### config.mk
export PLATFORM = sky130hd
export DESIGN_NAME = serial_subtractor_flat
export DESIGN_NICKNAME = d
export VERILOG_FILES = /design/src/rtl/serial_subtractor_pkg.sv /design/src/rtl/serial_subtractor_if.sv /design/src/rtl/full_subtractor_bit.sv /design/src/rtl/serial_subtractor.sv /design/src/flat_wrapper.sv
export SDC_FILE = /design/constraint.sdc
export NUM_CORES = 1
export LEC_CHECK = 0
export CORE_MARGIN = 1.5
export CORE_UTILIZATION = 45
export CTS_CLUSTER_SIZE = 28
export DETAILED_ROUTE_END_ITERATION = 10
export GPL_TIMING_DRIVEN = 0
export PLACE_DENSITY_LB_ADDON = 0.05
export SLEW_MARGIN = 20
export SYNTH_ARGS = -nofsm -noshare
export SYNTH_HDL_FRONTEND = slang
export SYNTH_HIERARCHICAL = 1
export SYNTH_SLANG_ARGS = --single-unit
### constraint.sdc
create_clock -name clk_i -period 1.7 [get_ports clk_i]
set_clock_uncertainty 0.05 [all_clocks]
set_input_delay 0.34 -clock clk_i [delete_from_list [all_inputs] [get_ports clk_i]]
set_output_delay 0.34 -clock clk_i [all_outputs]
set_load 0.1 [all_outputs]
### src/rtl/serial_subtractor_pkg.sv
// rtl/serial_subtractor_pkg.sv - shared state encoding and defaults for the bit-serial subtractor
package serial_subtractor_pkg;

  // Operand width used when no override is given
  localparam int DEFAULT_WIDTH = 8;

  // Control states: idle/load, one bit per cycle, one-cycle result publish
  typedef enum logic [1:0] {
    ST_IDLE  = 2'd0,
    ST_SHIFT = 2'd1,
    ST_DONE  = 2'd2
  } state_e;

endpackage

### src/rtl/serial_subtractor_if.sv
// rtl/serial_subtractor_if.sv - start/busy/done request bus of the serial subtractor; ovf with SERIAL_SUB_OVF_EN
interface serial_subtractor_if
  import serial_subtractor_pkg::*;
#(
  parameter int WIDTH = DEFAULT_WIDTH
);

  logic             start;
  logic [WIDTH-1:0] a;
  logic [WIDTH-1:0] b;
  logic             busy;
  logic             done;
  logic [WIDTH-1:0] diff;
  logic             borrow;
`ifdef SERIAL_SUB_OVF_EN
  logic             ovf;
`endif

`ifdef SERIAL_SUB_OVF_EN
  // Requester side: issues operands, observes status and result
  modport master (
    output start, a, b,
    input  busy, done, diff, borrow, ovf
  );

  // Subtractor side
  modport slave (
    input  start, a, b,
    output busy, done, diff, borrow, ovf
  );
`else
  // Requester side: issues operands, observes status and result
  modport master (
    output start, a, b,
    input  busy, done, diff, borrow
  );

  // Subtractor side
  modport slave (
    input  start, a, b,
    output busy, done, diff, borrow
  );
`endif

endinterface

### src/rtl/full_subtractor_bit.sv
// rtl/full_subtractor_bit.sv - one-bit full subtractor built from two cascaded half subtractors
module full_subtractor_bit (
  input  logic a_i,
  input  logic b_i,
  input  logic bin_i,
  output logic d_o,
  output logic bout_o
);

  logic hs1_d;
  logic hs1_b;
  logic hs2_b;

  // First half subtractor: a - b
  assign hs1_d = a_i ^ b_i;
  assign hs1_b = ~a_i & b_i;

  // Second half subtractor: (a - b) - bin
  assign d_o   = hs1_d ^ bin_i;
  assign hs2_b = ~hs1_d & bin_i;

  // A borrow from either stage propagates out
  assign bout_o = hs1_b | hs2_b;

endmodule

### src/rtl/serial_subtractor.sv
// rtl/serial_subtractor.sv - LSB-first bit-serial unsigned subtractor; SERIAL_SUB_OVF_EN adds signed overflow
module serial_subtractor
  import serial_subtractor_pkg::*;
#(
  parameter int WIDTH = DEFAULT_WIDTH
) (
  input logic                clk_i,
  input logic                rst_i,
  serial_subtractor_if.slave bus
);

  localparam int               CNT_W    = $clog2(WIDTH);
  localparam logic [CNT_W-1:0] LAST_CNT = CNT_W'(WIDTH - 1);

  state_e           state_q;
  logic [WIDTH-1:0] a_sr_q;
  logic [WIDTH-1:0] b_sr_q;
  logic [WIDTH-1:0] diff_q;
  logic [WIDTH-1:0] diff_d;
  logic [CNT_W-1:0] count_q;
  logic             bff_q;
  logic             busy_q;
  logic             done_q;
  logic             borrow_q;
`ifdef SERIAL_SUB_OVF_EN
  logic             a_msb_q;
  logic             b_msb_q;
  logic             ovf_q;
`endif

  logic fs_d;
  logic fs_bout;

  // The single arithmetic cell: always looks at the current LSBs and the carried borrow
  full_subtractor_bit u_fsb (
    .a_i    (a_sr_q[0]),
    .b_i    (b_sr_q[0]),
    .bin_i  (bff_q),
    .d_o    (fs_d),
    .bout_o (fs_bout)
  );

  // Result bits arrive LSB first, so each new bit enters at the top and earlier ones move down
  assign diff_d = {fs_d, diff_q[WIDTH-1:1]};

  // Control FSM plus serial datapath: load on accepted start, one bit per SHIFT cycle, publish in DONE
  always_ff @(posedge clk_i) begin
    if (rst_i) begin
      state_q  <= ST_IDLE;
      a_sr_q   <= '0;
      b_sr_q   <= '0;
      diff_q   <= '0;
      count_q  <= '0;
      bff_q    <= 1'b0;
      busy_q   <= 1'b0;
      done_q   <= 1'b0;
      borrow_q <= 1'b0;
`ifdef SERIAL_SUB_OVF_EN
      a_msb_q  <= 1'b0;
      b_msb_q  <= 1'b0;
      ovf_q    <= 1'b0;
`endif
    end else begin
      done_q <= 1'b0;
      case (state_q)
        ST_IDLE: begin
          if (bus.start) begin
            a_sr_q  <= bus.a;
            b_sr_q  <= bus.b;
            diff_q  <= '0;
            count_q <= '0;
            bff_q   <= 1'b0;
            busy_q  <= 1'b1;
`ifdef SERIAL_SUB_OVF_EN
            // Shift registers lose the sign bits, so keep them for the overflow test
            a_msb_q <= bus.a[WIDTH-1];
            b_msb_q <= bus.b[WIDTH-1];
`endif
            state_q <= ST_SHIFT;
          end
        end

        ST_SHIFT: begin
          a_sr_q <= {1'b0, a_sr_q[WIDTH-1:1]};
          b_sr_q <= {1'b0, b_sr_q[WIDTH-1:1]};
          diff_q <= diff_d;
          bff_q  <= fs_bout;
          if (count_q == LAST_CNT) begin
            // Last bit: counter is left at its maximum rather than wrapping
            busy_q   <= 1'b0;
            done_q   <= 1'b1;
            borrow_q <= fs_bout;
`ifdef SERIAL_SUB_OVF_EN
            // Overflow only when operand signs differ and the result sign differs from a
            ovf_q    <= (a_msb_q ^ b_msb_q) & (a_msb_q ^ fs_d);
`endif
            state_q  <= ST_DONE;
          end else begin
            count_q <= count_q + CNT_W'(1);
          end
        end

        ST_DONE: begin
          state_q <= ST_IDLE;
        end

        default: begin
          state_q <= ST_IDLE;
          busy_q  <= 1'b0;
        end
      endcase
    end
  end

  assign bus.busy   = busy_q;
  assign bus.done   = done_q;
  assign bus.diff   = diff_q;
  assign bus.borrow = borrow_q;
`ifdef SERIAL_SUB_OVF_EN
  assign bus.ovf    = ovf_q;
`endif

endmodule

### src/flat_wrapper.sv
// flat-port wrapper written by rule: the top's interface ports become plain ports
module serial_subtractor_flat import serial_subtractor_pkg::*;
#(
  parameter int WIDTH = DEFAULT_WIDTH
)
  (clk_i, rst_i, bus_start, bus_a, bus_b, bus_busy, bus_done, bus_diff, bus_borrow);
  serial_subtractor_if #(.WIDTH(WIDTH)) bus_i ();
  input logic clk_i;
  input logic rst_i;
  input wire logic [$bits(bus_i.start)-1:0] bus_start;
  input wire logic [$bits(bus_i.a)-1:0] bus_a;
  input wire logic [$bits(bus_i.b)-1:0] bus_b;
  output wire logic [$bits(bus_i.busy)-1:0] bus_busy;
  output wire logic [$bits(bus_i.done)-1:0] bus_done;
  output wire logic [$bits(bus_i.diff)-1:0] bus_diff;
  output wire logic [$bits(bus_i.borrow)-1:0] bus_borrow;
  assign bus_i.start = bus_start;
  assign bus_i.a = bus_a;
  assign bus_i.b = bus_b;
  assign bus_busy = bus_i.busy;
  assign bus_done = bus_i.done;
  assign bus_diff = bus_i.diff;
  assign bus_borrow = bus_i.borrow;
  serial_subtractor #(.WIDTH(WIDTH)) u_core (.clk_i(clk_i), .rst_i(rst_i), .bus(bus_i));
endmodule
==> summary.md <==
| Metric | Value |
|---|---|
| Status | complete, no violations |
| CP Depth | 1 |
| DRT iter0 DRCs | 38 |
| Adder-cell share of the synthesized area | 3.21% |
| Highest clock rate | 603 MHz |
| Max-cap violations | 0 |
| Die H | 58.8 µm |
| Period utilisation layout | 97.6% |
| CP delay by family, top | buffers and inverters |
| CP peak stage delay | 0.57 ns |
| WHS Endpoint | u_core/b_sr_q[3] |
| Ant. Diodes | 0 |
| Port bufs | 28 |
| Overall Global Routing Usage | 18.9% |
| WL/cell | 12.9 µm |
| Setup TNS | 0 ns |
| Setup Fix Bufs, Post-CTS | 0 |
| WS Path Type | reg -> out |
| Fraction of layout cells with a size suffix above 1 | 20.8% |
| Final WL | 2900 µm |
| # hold bufs at CTS | 0 |
| Peak VDD IR | 0.000526 V |
| Crit-path cells | clkdlybuf4s15_2 |
| DR pass1 iterations | 4 |
| Slew Limit Fails | 0 |
| Worst slew pin tran | 0.653 ns |
| Root Buffer | clkbuf_4 |
| Core area | 3000 µm² |
| Max layer used | met4 |
| Cts bufs inserted | 5 |
| Synth Warn # | 6 |
| Die W | 58.8 µm |
| CP bufs+invs | 1 |
| Metal3 WL | 109 µm |
| Synth top cells by count | dfxtp_1, nor2_1, a21oi_1 |
| Gpl congestion | 0.726 |
| XOR/XNOR Fraction of Synth Area | 0% |
| Post-synth EDFFs | 0 |
| CTS tree | done |
| H-tree Lvls | 2 |
| R2R depth | 5 |
| Hold wc startpoint | rst_i |
| Worst reg2reg path endpoint | u_core/count_q[2] |
| Via/cell ratio | 5.31 |
| Mapped Cells | 156 |
| Critical Path Start Type | register |
| Worst EP required | 1.31 ns |
| Compound-gate portion of the synthesized area | 25.8% |
| Crit path max-delay cell type | clkdlybuf4s15_2 |
| Netlist cell types | 25 |
| Row cnt | 20 |
| R2r setup slk | 0.09 ns |
| Most frequent cell after synthesis | dfxtp_1 |
| Initial antenna violation count | 0 |
| CTS max path bufs | 2 |
| Synthesized area per cell | 8.98 µm² |
| Multiplexer share of the synthesized area | 0% |
| Hold WC Path Type | in -> reg |
| Synth top area cells | dfxtp_1, a211oi_2, nor2_1 |
| Largest family of logic cells by synthesized area | compound AO/OA/AOI/OAI gates |
| Starting density of the core | 46.7% |
| Clock Sinks | 33 |
| Clock slew at reported path FFs | 0.10 ns |
| RR Startpoint | u_core/count_q[0] |
| Hpwl dp | 2050 µm |
| Final min period | 1.66 ns |
| DIE AREA | 3460 µm² |
| Hold path cells | 2 |
| Crit path DAT | 1.27 ns |
| Fin nets | 213 |
| Synth Register Bits | 33 |
| Pwr/cell area | 949 nW/µm² |
| I/O Pins | 30 |
| Post-Syn Area | 1400 µm² |
| Vias post-DR | 1195 |
| Endpoints failing hold | 0 |
| Final total power | 1.73 mW |
| Drc violations | 0 |
| Pre-CTS WS | -0.172 ns |
| RSZ-0062 raised after global routing | false |
| Lkg Pwr | 0.708 nW |
| Final setup fails | 0 |
| Largest net degree at the start of global routing | 11 |
| Synth area leader | dfxtp_1 |
| Clock insertion delay at the later pin of the skew report | 0.32 ns |
| Yosys top cell area share | 47.1% |
| Global-route wire length before repair | 4970 µm |
| Post-Synth Simple-Gate Area | 17.9% |
| M1 WL | 1360 µm |
| Main synth FF type | dfxtp_1 |
| Vias in the first global route | 1167 |
| Syn_nets | 178 |
| Grt ovf | 0 |
| Post-route ant nets | 0 |
| Slew HR | 56.5% |
| Area delta synth->final | 29.9% |
| Setup crit end kind | output pin |
| Routed met2 length | 1390 µm |
| Post-route worst setup slack | 0.0416 ns |
| Asr flop ratio synth | 0% |
| Max FO, Critical Path | 3 |
| Register area share after synthesis | 47.1% |
## cell usage in the layout (no fill, tap or decap), drive strengths merged, types with 2 or more instances in the layout
cell	count
nand2	18
inv	3
nor3b	2
clkdlybuf4s15	10
buf	9
a21oi	19
clkbuf	10
nand3	4
a211oi	13
ha	2
a22oi	11
nand2b	2
or3b	2
nor2	28
clkdlybuf4s50	17
dfxtp	33
## routing by layer
metal	vias up	global-route usage [%]
met3	5	3.96
met2	23	31.7
li1	612	-
met5	-	0
met1	555	23.3
met4	0	7.79
## metrics by stage
stage | util, % | std cells | cell area, µm² | hold WS, ns
4_1_cts | 60.7 | 225 | 1820 | 0.291
3_5_place_dp | 57.4 | 217 | 1720 | 0.410
5_1_grt | 60.6 | 225 | 1820 | 0.292
6_report | 60.6 | 225 | 1820 | 0.308
2_1_floorplan | - | 156 | 1400 | 0.402
3_3_place_gp | 57.4 | 217 | 1720 | 0.398
## logic make-up after synthesis
kind of cell	count (synthesis)
buffers and inverters	15
adders and majority gates	3
and+or+nand+nor	58
AOI/OAI and AO/OA	47
DFF	33
## cell type report
cell class / count / area, µm²
Timing Repair Buffer: 28 / 293
Inverter: 3 / 11.3
Buffer: 12 / 71.3
Sequential cell: 33 / 661
Fill cell: 282 / 1180
Clock inverter: 1 / 30.0
Tap cell: 33 / 41.3
Multi-Input combinational cell: 108 / 658
Clock buffer: 7 / 55.1
## sequential cells by signal, indices dropped and copies added (netlist names)
name,flops
u_core/state_q,2
u_core/b_sr_q,8
u_core/bus.borrow,1
u_core/bff_q,1
u_core/bus.done,1
u_core/a_sr_q,8
u_core/count_q,3
u_core/bus.diff,8
u_core/bus.busy,1
## power by group
group          switching (mW)  total (mW)  internal (mW)
combinational           0.163       0.283          0.120
clock                   0.253       0.605          0.351
sequential             0.0236       0.840          0.816
total                   0.440        1.73           1.29
## worst max-delay path by stage
stage	startpoint	end	slack (ns)
final	u_core/bus.diff[4]	bus_diff[4]	0.04
after global routing	u_core/bus.diff[5]	bus_diff[5]	0.0003
after CTS	u_core/bus.diff[4]	bus_diff[4]	0.02
after detailed placement	u_core/bus.diff[4]	bus_diff[4]	-0.17
after global placement	u_core/bus.diff[5]	bus_diff[5]	-0.17
after floorplan	u_core/count_q[0]	u_core/count_q[1]	0.19
## what timing repair did
action	4_1_cts	5_1_grt
setup endpoints to repair	11	1
gates resized for setup	33	1
pin swaps	0	0
Note: power is estimated with default switching activity, not from simulation.
